**config.mk**
```make
export PLATFORM = sky130hd
export DESIGN_NAME = frame_writer
export DESIGN_NICKNAME = d
export VERILOG_FILES = /design/src/rtl/frame_writer_pkg.sv /design/src/rtl/frame_writer_raster_counter.sv /design/src/rtl/frame_writer.sv
export SDC_FILE = /design/constraint.sdc
export NUM_CORES = 1
export LEC_CHECK = 0
export BUFFER_PORTS_ARGS = -buffer_cell sky130_fd_sc_hd__buf_4
export CAP_MARGIN = 40
export CELL_PAD_IN_SITES_DETAIL_PLACEMENT = 0
export CELL_PAD_IN_SITES_GLOBAL_PLACEMENT = 1
export CORE_ASPECT_RATIO = 0.75
export CORE_MARGIN = 2
export CORE_UTILIZATION = 30
export CTS_CLUSTER_SIZE = 40
export DETAILED_ROUTE_END_ITERATION = 8
export PLACE_DENSITY = 0.63
export SETUP_SLACK_MARGIN = 0.5
export SLEW_MARGIN = 15
export SYNTH_ARGS = -nofsm -noshare
export SYNTH_HDL_FRONTEND = slang
export SYNTH_HIERARCHICAL = 1
export SYNTH_SLANG_ARGS = --single-unit
```
**constraint.sdc**
```tcl
create_clock -name clk -period 3.1 [get_ports clk]
set_input_delay 0.155 -clock clk [delete_from_list [all_inputs] [get_ports clk]]
set_output_delay 0.155 -clock clk [all_outputs]
set_load 0.02 [all_outputs]
```
**src/rtl/frame_writer_pkg.sv**
```systemverilog
// rtl/frame_writer_pkg.sv - shared geometry, widths and state encoding for frame_writer
package frame_writer_pkg;

  localparam int SRC_W    = 640;
  localparam int SRC_H    = 480;
  localparam int DST_W    = SRC_W / 2;
  localparam int DST_H    = SRC_H / 2;
  localparam int FB_DEPTH = DST_W * DST_H;
  localparam int ADDR_W   = 17;
  localparam int DATA_W   = 24;
  localparam int X_W      = 10;
  localparam int Y_W      = 9;

  typedef enum logic {
    SYNC = 1'b0,
    RUN  = 1'b1
  } state_e;

endpackage

```
**src/rtl/frame_writer_raster_counter.sv**
```systemverilog
// rtl/frame_writer_raster_counter.sv - source x/y raster position with end-of-line and last-line flags
module raster_counter
  import frame_writer_pkg::*;
#(
  parameter int SRC_W = frame_writer_pkg::SRC_W,
  parameter int SRC_H = frame_writer_pkg::SRC_H
) (
  input  logic                                clk,
  input  logic                                rst_n,
  input  logic                                inc,
  input  logic                                load_origin,
  input  logic                                clear,
  output logic [frame_writer_pkg::X_W-1:0]    x_cnt,
  output logic [frame_writer_pkg::Y_W-1:0]    y_cnt,
  output logic                                eol,
  output logic                                eof
);

  logic [X_W-1:0] x_cnt_d, x_cnt_q;
  logic [Y_W-1:0] y_cnt_d, y_cnt_q;

  assign x_cnt = x_cnt_q;
  assign y_cnt = y_cnt_q;
  // eof flags the last line; the last pixel of the frame is eol on that line
  assign eol   = (x_cnt_q == X_W'(SRC_W - 1));
  assign eof   = (y_cnt_q == Y_W'(SRC_H - 1));

  // Next position: clear wins, then origin load (origin pixel already consumed), then advance
  always_comb begin
    x_cnt_d = x_cnt_q;
    y_cnt_d = y_cnt_q;
    if (clear) begin
      x_cnt_d = '0;
      y_cnt_d = '0;
    end else if (load_origin) begin
      x_cnt_d = X_W'(1);
      y_cnt_d = '0;
    end else if (inc) begin
      if (eol) begin
        x_cnt_d = '0;
        y_cnt_d = y_cnt_q + Y_W'(1);
      end else begin
        x_cnt_d = x_cnt_q + X_W'(1);
      end
    end
  end

  // Position registers
  always_ff @(posedge clk or negedge rst_n) begin
    if (!rst_n) begin
      x_cnt_q <= '0;
      y_cnt_q <= '0;
    end else begin
      x_cnt_q <= x_cnt_d;
      y_cnt_q <= y_cnt_d;
    end
  end

endmodule

```
**src/rtl/frame_writer.sv**
```systemverilog
// rtl/frame_writer.sv - pops FWFT pixel stream, keeps even x/even y, writes 2:1 decimated frame
module frame_writer
  import frame_writer_pkg::*;
#(
  parameter int SRC_W  = frame_writer_pkg::SRC_W,
  parameter int SRC_H  = frame_writer_pkg::SRC_H,
  parameter int ADDR_W = frame_writer_pkg::ADDR_W,
  parameter int DATA_W = frame_writer_pkg::DATA_W
) (
  input  logic              clk,
  input  logic              rst_n,
  input  logic              empty,
  input  logic [DATA_W-1:0] pix_data,
  input  logic              sof,
  output logic              re,
  output logic [ADDR_W-1:0] frame_addr,
  output logic [DATA_W-1:0] frame_wdata,
  output logic              frame_we,
  output logic              frame_done,
  output logic              frame_err,
  output logic              busy
);

  state_e            state_d, state_q;
  logic [ADDR_W-1:0] wr_addr_d, wr_addr_q;
  logic [ADDR_W-1:0] frame_addr_d, frame_addr_q;
  logic [DATA_W-1:0] frame_wdata_d, frame_wdata_q;
  logic              frame_we_d, frame_we_q;
  logic              frame_done_d, frame_done_q;
  logic              frame_err_d, frame_err_q;

  logic [X_W-1:0]    x_cnt;
  logic [Y_W-1:0]    y_cnt;
  logic              eol, eof;
  logic              inc, load_origin, clear;
  logic              pop, keep, at_origin, last_pix;

  // The write port never stalls, so anything at the FIFO head is consumed
  assign re        = ~empty;
  assign pop       = ~empty;
  assign keep      = ~x_cnt[0] & ~y_cnt[0];
  assign at_origin = (x_cnt == '0) && (y_cnt == '0);
  assign last_pix  = eol & eof;

  assign frame_addr  = frame_addr_q;
  assign frame_wdata = frame_wdata_q;
  assign frame_we    = frame_we_q;
  assign frame_done  = frame_done_q;
  assign frame_err   = frame_err_q;
  assign busy        = (state_q == RUN);

  raster_counter #(
    .SRC_W (SRC_W),
    .SRC_H (SRC_H)
  ) u_raster (
    .clk         (clk),
    .rst_n       (rst_n),
    .inc         (inc),
    .load_origin (load_origin),
    .clear       (clear),
    .x_cnt       (x_cnt),
    .y_cnt       (y_cnt),
    .eol         (eol),
    .eof         (eof)
  );

  // Next-state: sof always restarts at the origin (error if mid-frame), else advance and write kept pixels
  always_comb begin
    state_d       = state_q;
    wr_addr_d     = wr_addr_q;
    frame_addr_d  = frame_addr_q;
    frame_wdata_d = frame_wdata_q;
    frame_we_d    = 1'b0;
    frame_done_d  = 1'b0;
    frame_err_d   = 1'b0;
    inc           = 1'b0;
    load_origin   = 1'b0;
    clear         = 1'b0;
    if (pop) begin
      if (sof && ((state_q == SYNC) || !at_origin)) begin
        frame_err_d   = (state_q == RUN);
        frame_we_d    = 1'b1;
        frame_addr_d  = '0;
        frame_wdata_d = pix_data;
        wr_addr_d     = ADDR_W'(1);
        load_origin   = 1'b1;
        state_d       = RUN;
      end else if (state_q == RUN) begin
        if (keep) begin
          frame_we_d    = 1'b1;
          frame_addr_d  = wr_addr_q;
          frame_wdata_d = pix_data;
          wr_addr_d     = wr_addr_q + ADDR_W'(1);
        end
        if (last_pix) begin
          frame_done_d = 1'b1;
          clear        = 1'b1;
          wr_addr_d    = '0;
          state_d      = SYNC;
        end else begin
          inc = 1'b1;
        end
      end
    end
  end

  // State, address counter and registered write port
  always_ff @(posedge clk or negedge rst_n) begin
    if (!rst_n) begin
      state_q       <= SYNC;
      wr_addr_q     <= '0;
      frame_addr_q  <= '0;
      frame_wdata_q <= '0;
      frame_we_q    <= 1'b0;
      frame_done_q  <= 1'b0;
      frame_err_q   <= 1'b0;
    end else begin
      state_q       <= state_d;
      wr_addr_q     <= wr_addr_d;
      frame_addr_q  <= frame_addr_d;
      frame_wdata_q <= frame_wdata_d;
      frame_we_q    <= frame_we_d;
      frame_done_q  <= frame_done_d;
      frame_err_q   <= frame_err_d;
    end
  end

endmodule
```
# Yosys cells after proc, flatten, opt, wreduce, memory -nomap -nowiden
# Cells that the tools add are included.
# W data, S select, Z words.
totals:
  output_inout_bits: 46
  register_bits: 81
  wordCells: 69
  input_bits: 28
op_classes:
  bitwise: 6
  n_mux: 35
  eq_ne: 2
  n_reduce_logical: 14
  addsub: 3
ops:
  columns: ["cell", "count"]
  rows:
  - ["$mux W17", 7]
  - ["$mux W24", 3]
  - ["$mux W10", 4]
  - ["$mux W9", 4]
  - ["$add A17 B1 Y17 const B", 1]
  - ["$mux W1", 17]
  - ["$add A10 B1 Y10 const B", 1]
  - ["$eq A10 B10 Y1 const B", 1]
  - ["$logic_not A10 Y1", 1]
  - ["$add A9 B1 Y9 const B", 1]
  - ["$eq A9 B9 Y1 const B", 1]
  - ["$logic_not A9 Y1", 1]
  - ["$reduce_bool A3 Y1", 3]
  - ["$reduce_and A3 Y1", 2]
  - ["$not A1 Y1", 4]
  - ["$reduce_bool A2 Y1", 2]
  - ["$and A1 B1 Y1", 2]
  - ["$logic_and A1 B1 Y1", 2]
  - ["$reduce_and A2 Y1", 1]
  - ["$logic_not A1 Y1", 1]
  - ["$logic_or A1 B1 Y1", 1]

# Depth between registers and ports, before layout
logic_depth:
  ltp_word: 10
  ltp_mapped: 16
  mapped_depth_nobuf: 12

# Modules after synthesis
# Netlist, hierarchy kept.
modules_own_cells:
  columns: ["mod", "seq_area_each_um2", "cells_each", "area_each_um2", "n_inst"]
  rows:
  - ["frame_writer", 1551.5, 269, 2718.9, 1]
  - ["raster_counter", 475.5, 106, 1013.5, 1]

# Least setup slack after synthesis
# Ideal clock, no wire load.
synth_timing:
  path_kind: "register to register"
  start: "register u_raster.x_cnt_q[0], in the netlist u_raster/x_cnt[0]"
  end: "register u_raster.y_cnt_q[4], in the netlist u_raster/y_cnt[4]"
  n_path_buf: 4
  t_required_ns: 3.022
  setup_ns: 0.078
  arrival_ns: 3.016
  stages_incl_launch_ff: 16
  setup_slack_ns: 0.006
  period_less_slack_ns: 3.094
  path_cell_list: "dfrtp_1 > ha_1 > and3_1 > nand3_1 > inv_1 > and2_1 > o22ai_2 > clkbuf_2 > buf_2 > nor2b_1 > buf_4 > and4_1 > buf_4 > nand3_4 > or4_1 > a21oi_1"
synth_between:
  elab_cells_between_ends: 22
  cone_classes: "1 x eq/ne; 12 x mux; 1 x bitwise; 8 x reduce/logical"
synth_rtl:
  columns: ["element", "line", "text"]
  rows:
  - ["start: declaration", "frame_writer_raster_counter.sv:19", "logic [X_W-1:0] x_cnt_d, x_cnt_q;"]
  - ["start signal: assignment", "frame_writer_raster_counter.sv:54", "x_cnt_q <= x_cnt_d;"]
  - ["$eq A10 B10 Y1", "frame_writer_raster_counter.sv:25", "assign eol = (x_cnt_q == X_W'(SRC_W - 1));"]
  - ["named net eol", "frame_writer.sv:34", "logic eol, eof;"]
  - ["$and A1 B1 Y1", "frame_writer.sv:43", "assign last_pix = eol & eof;"]
  - ["$mux W1", "frame_writer.sv:95", "if (last_pix) begin"]
  - ["$mux W1", "frame_writer.sv:88", "end else if (state_q == RUN) begin"]
  - ["$mux W1", "frame_writer.sv:80", "if (sof && ((state_q == SYNC) || !at_origin)) begin"]
  - ["$mux W1", "frame_writer.sv:79", "if (pop) begin"]
  - ["named net inc", "frame_writer.sv:35", "logic inc, load_origin, clear;"]
  - ["$reduce_bool A3 Y1 (no line)", null, null]
  - ["$reduce_and A2 Y1 (no line)", null, null]
  - ["end signal: assignment", "frame_writer_raster_counter.sv:55", "y_cnt_q <= y_cnt_d;"]
  - ["end: declaration", "frame_writer_raster_counter.sv:20", "logic [Y_W-1:0] y_cnt_d, y_cnt_q;"]
# The timed path passes the listed nets, and every way through them passes these cells.
# A chain may end at the register's enable or synchronous reset.

# Final worst setup path
layout_timing:
  start: "register u_raster.y_cnt_q[1], in the netlist u_raster/y_cnt[1]"
  end: "register u_raster.y_cnt_q[4], in the netlist u_raster/y_cnt[4]"
layout_between:
  elab_cells_between_ends: 25
  cone_classes: "1 x add/sub; 1 x eq/ne; 14 x mux; 1 x bitwise; 8 x reduce/logical"
layout_rtl:
  columns: ["element", "line", "text"]
  rows:
  - ["$eq A9 B9 Y1", "frame_writer_raster_counter.sv:26", "assign eof = (y_cnt_q == Y_W'(SRC_H - 1));"]
  - ["named net eof", "frame_writer.sv:34", null]
  - ["$and A1 B1 Y1", "frame_writer.sv:43", null]
  - ["$mux W1", "frame_writer.sv:95", null]
  - ["$mux W1", "frame_writer.sv:88", null]
  - ["$mux W1", "frame_writer.sv:80", null]
  - ["$mux W1", "frame_writer.sv:79", null]
  - ["named net inc", "frame_writer.sv:35", null]
  - ["$reduce_bool A3 Y1 (no line)", null, null]
  - ["$reduce_and A2 Y1 (no line)", null, null]
# The timed path passes the listed nets, and every way through them passes these cells. The select of a mux whose other input is x is not followed.

==> flow_summary.ini <==
[run_status]
status = complete, no violations

[route]
antenna_left = 0
vias = 3091
drt-total-wl_um = 9510
remaining_drc_errors = 0
wl_per_cell_um = 14.9
drt_iter0_drc = 175
viasPerCell = 4.83
first_pass_iters = 4

[power]
p_seq_frac = 0.402
p_int_mw = 2.34
swShare = 0.307
p_leak_nw = 2.50
clock_power_share = 0.348
power_per_cell_area_nw_per_um2 = 659
combPwrFrac = 0.249
peakVddDrop_v = 0.000376
p_switching_mw = 1.04

[global_routing]
grtUsageMet1 = 0.225
track_usage = 0.148
grt_antenna_before_repair = 0
grt_pass1_wl_um = 15600
grt_max_degree = 43
grt_pass1_vias = 2906
use_met3 = 0.0463
overflow = 0
top_usage_layer = met1
gr-usage-met2 = 0.200

[timing]
hold_viol = 0
setup_viol = 0
tightestPinTransition_ps = 670
fin_crit_sh = 0.816
fin_tns_setup_ps = 0
slew_headroom = 0.552
rsz0062_at_grt = no
finalMaxSlewViolations = 0
period_minus_slack_ps = 2530
fmax_ghz = 0.395
fin_skew_ps = 5.84
whs_ps = 19.0

[yosys]
syn_area_um2 = 3730
synth_edf_count = 0
synth_fp_nets = 406
synth-seq-cells = 81
synth_flop_cell = dfrtp_1
syn_area_per_cell_um2 = 9.95
synth_area_leaders = dfrtp_1 (54%), nand2_1 (9.6%), a31oi_1 (4.4%)
ys_seq_area_frac = 0.543
yosys.area.top_type = dfrtp_1
synth_cells = 375
ys_warn_count = 6
synth_commonest_cells = nand2_1 (95), dfrtp_1 (81), a31oi_1 (26), nor2_1 (18)
synth_most_common_cell = nand2_1
synth_top_area_frac = 0.543
async_flop_share = 1.00
synth_cell_type_count = 47

[critical_path]
critPathLaunch = u_raster/y_cnt[1]
crit_chain = ha_4, nand2_4, nor3_2, and3b_2, and2_4, o22ai_4, nor2b_4, and4_4, nand3_4, or4_4, a21oi_2
critical_path_class = register to register
max_stage_delay_ps = 440
start_kind = register
arrival_ps = 2790
r2r-end = u_raster/y_cnt[4]
required_ps = 3350
end_kind = register
ff2ff_setup_slack_ps = 570
r2r-start = u_raster/y_cnt[1]
cp_slowest_cell = or4_4
crit_end = u_raster/y_cnt[4]
r2r_cells = 11
cp_max_fo = 6

[clock_network]
clk_latency_ps = 330
clkSlewWorstSetupHoldPaths_ps = 60
ctsHtreeMaxLevel = 3
cts_max_path_buffers = 2
root_buffer = clkbuf_16
cts_tree = done
cts_sinks = 81
cts_buffers = 9

[placed_design]
place_congestion = 0.769
port_buffers = 73
post-dp-hpwl_um = 6430

[layout]
nNetsFinal = 501
num-fill-cells = 1189
syn2layout_area_growth_pct = 37.1
register_area_um2 = 2030
drive_gt1_frac = 0.314
multi_input_area_um2 = 1730
antenna_cells = 0

[floorplanning]
dieArea_um2 = 13400
rows = 35
core_area_um2 = 12200
fp.dieW_um = 133
fp.dieH_um = 101
ioPinCount = 74
initial_core_util = 0.305

[hold_path]
hp-class = input port to register

[job]
cap_violations = 0
## critical path: cells and delay by family (launching register included)
kind / cells / cell delay [ps]
flops: 1 / 430
compound gates: 2 / 300
simple gates: 8 / 1530
fa+ha+maj: 1 / 180
## metal layers
metal,share of wire,vias to the layer above
met5,0,-
met4,0.0046,0
met3,0.051,4
met2,0.41,78
met1,0.53,1489
li1,-,1520
## state kept, by name, indices dropped and copies added (netlist names)
| signal | count |
|---|---|
| wr_addr_q | 17 |
| frame_addr | 17 |
| frame_wdata | 24 |
| busy | 1 |
| frame_we | 1 |
| u_raster/x_cnt | 10 |
| u_raster/y_cnt | 9 |
| frame_err | 1 |
| frame_done | 1 |
## layout by cell type (no fill, tap or decap), drive strengths merged, types with 9 or more instances in the layout
cell    instances
nand2          95
buf            94
dfrtp          81
a31oi          26
nor2           18
nand3          18
a22o           17
clkbuf         13
nand2b          9
inv             9
## worst min path at each step
| stage | startpoint | cells past startpoint | slack [ps] | end |
|---|---|---|---|---|
| after CTS | pix_data[11] | 3 | 3 | frame_wdata[11] |
| after global routing | pix_data[8] | 3 | 8 | frame_wdata[8] |
| after floorplan | rst_n | 0 | -140 | busy |
| final | pix_data[8] | 3 | 20 | frame_wdata[8] |
| after detailed placement | rst_n | 1 | 180 | frame_wdata[4] |
| after global placement | rst_n | 1 | 180 | frame_wdata[4] |
## cell type report
cell class | count | area share
clock buffers | 13 | 0.0528
clock inverters | 2 | 0.0117
inverters | 9 | 0.00660
multi-input cells | 267 | 0.337
flip-flops and latches | 81 | 0.397
well taps | 166 | 0.0406
repair buffers | 102 | 0.154
## cell families after synthesis
family,count (synthesis),synth area share
AOI/OAI and AO/OA,71,0.136
xor gates and xnor gates,10,0.0235
adders and majority gates,3,0.0101
buffers and inverters,27,0.0322
DFF,81,0.543
and+or+nand+nor,183,0.255
## timing repair
item                                    4_1_cts  5_1_grt
pin swaps                                     1        4
buffers inserted                              4        9
endpoints found under the hold margin        47        0
endpoints found under the setup margin        7       17
hold buffers                                  8        0
resized for setup                             5       10
gates cloned                                  0        0
## power groups by stage
stage               logic [mW]  registers, mW  clock network [mW]
floorplan                0.388           1.47                   0
global placement         0.802           1.38                   0
detailed placement       0.809           1.38                   0
CTS                      0.844           1.36                1.21
global route             0.927           1.38                1.26
finish                   0.841           1.36                1.17
## per-stage QoR
step	util	setup slack [ps]	area, µm²	cells	total power [mW]
3_3_place_gp	0.373	325	4560	604	2.18
6_report	0.419	569	5120	640	3.37
5_1_grt	0.419	478	5120	640	3.57
4_1_cts	0.410	513	5010	631	3.41
2_1_floorplan	-	219	3830	375	1.85
3_5_place_dp	0.373	253	4560	604	2.19
Power figures use the tool's default switching activity.
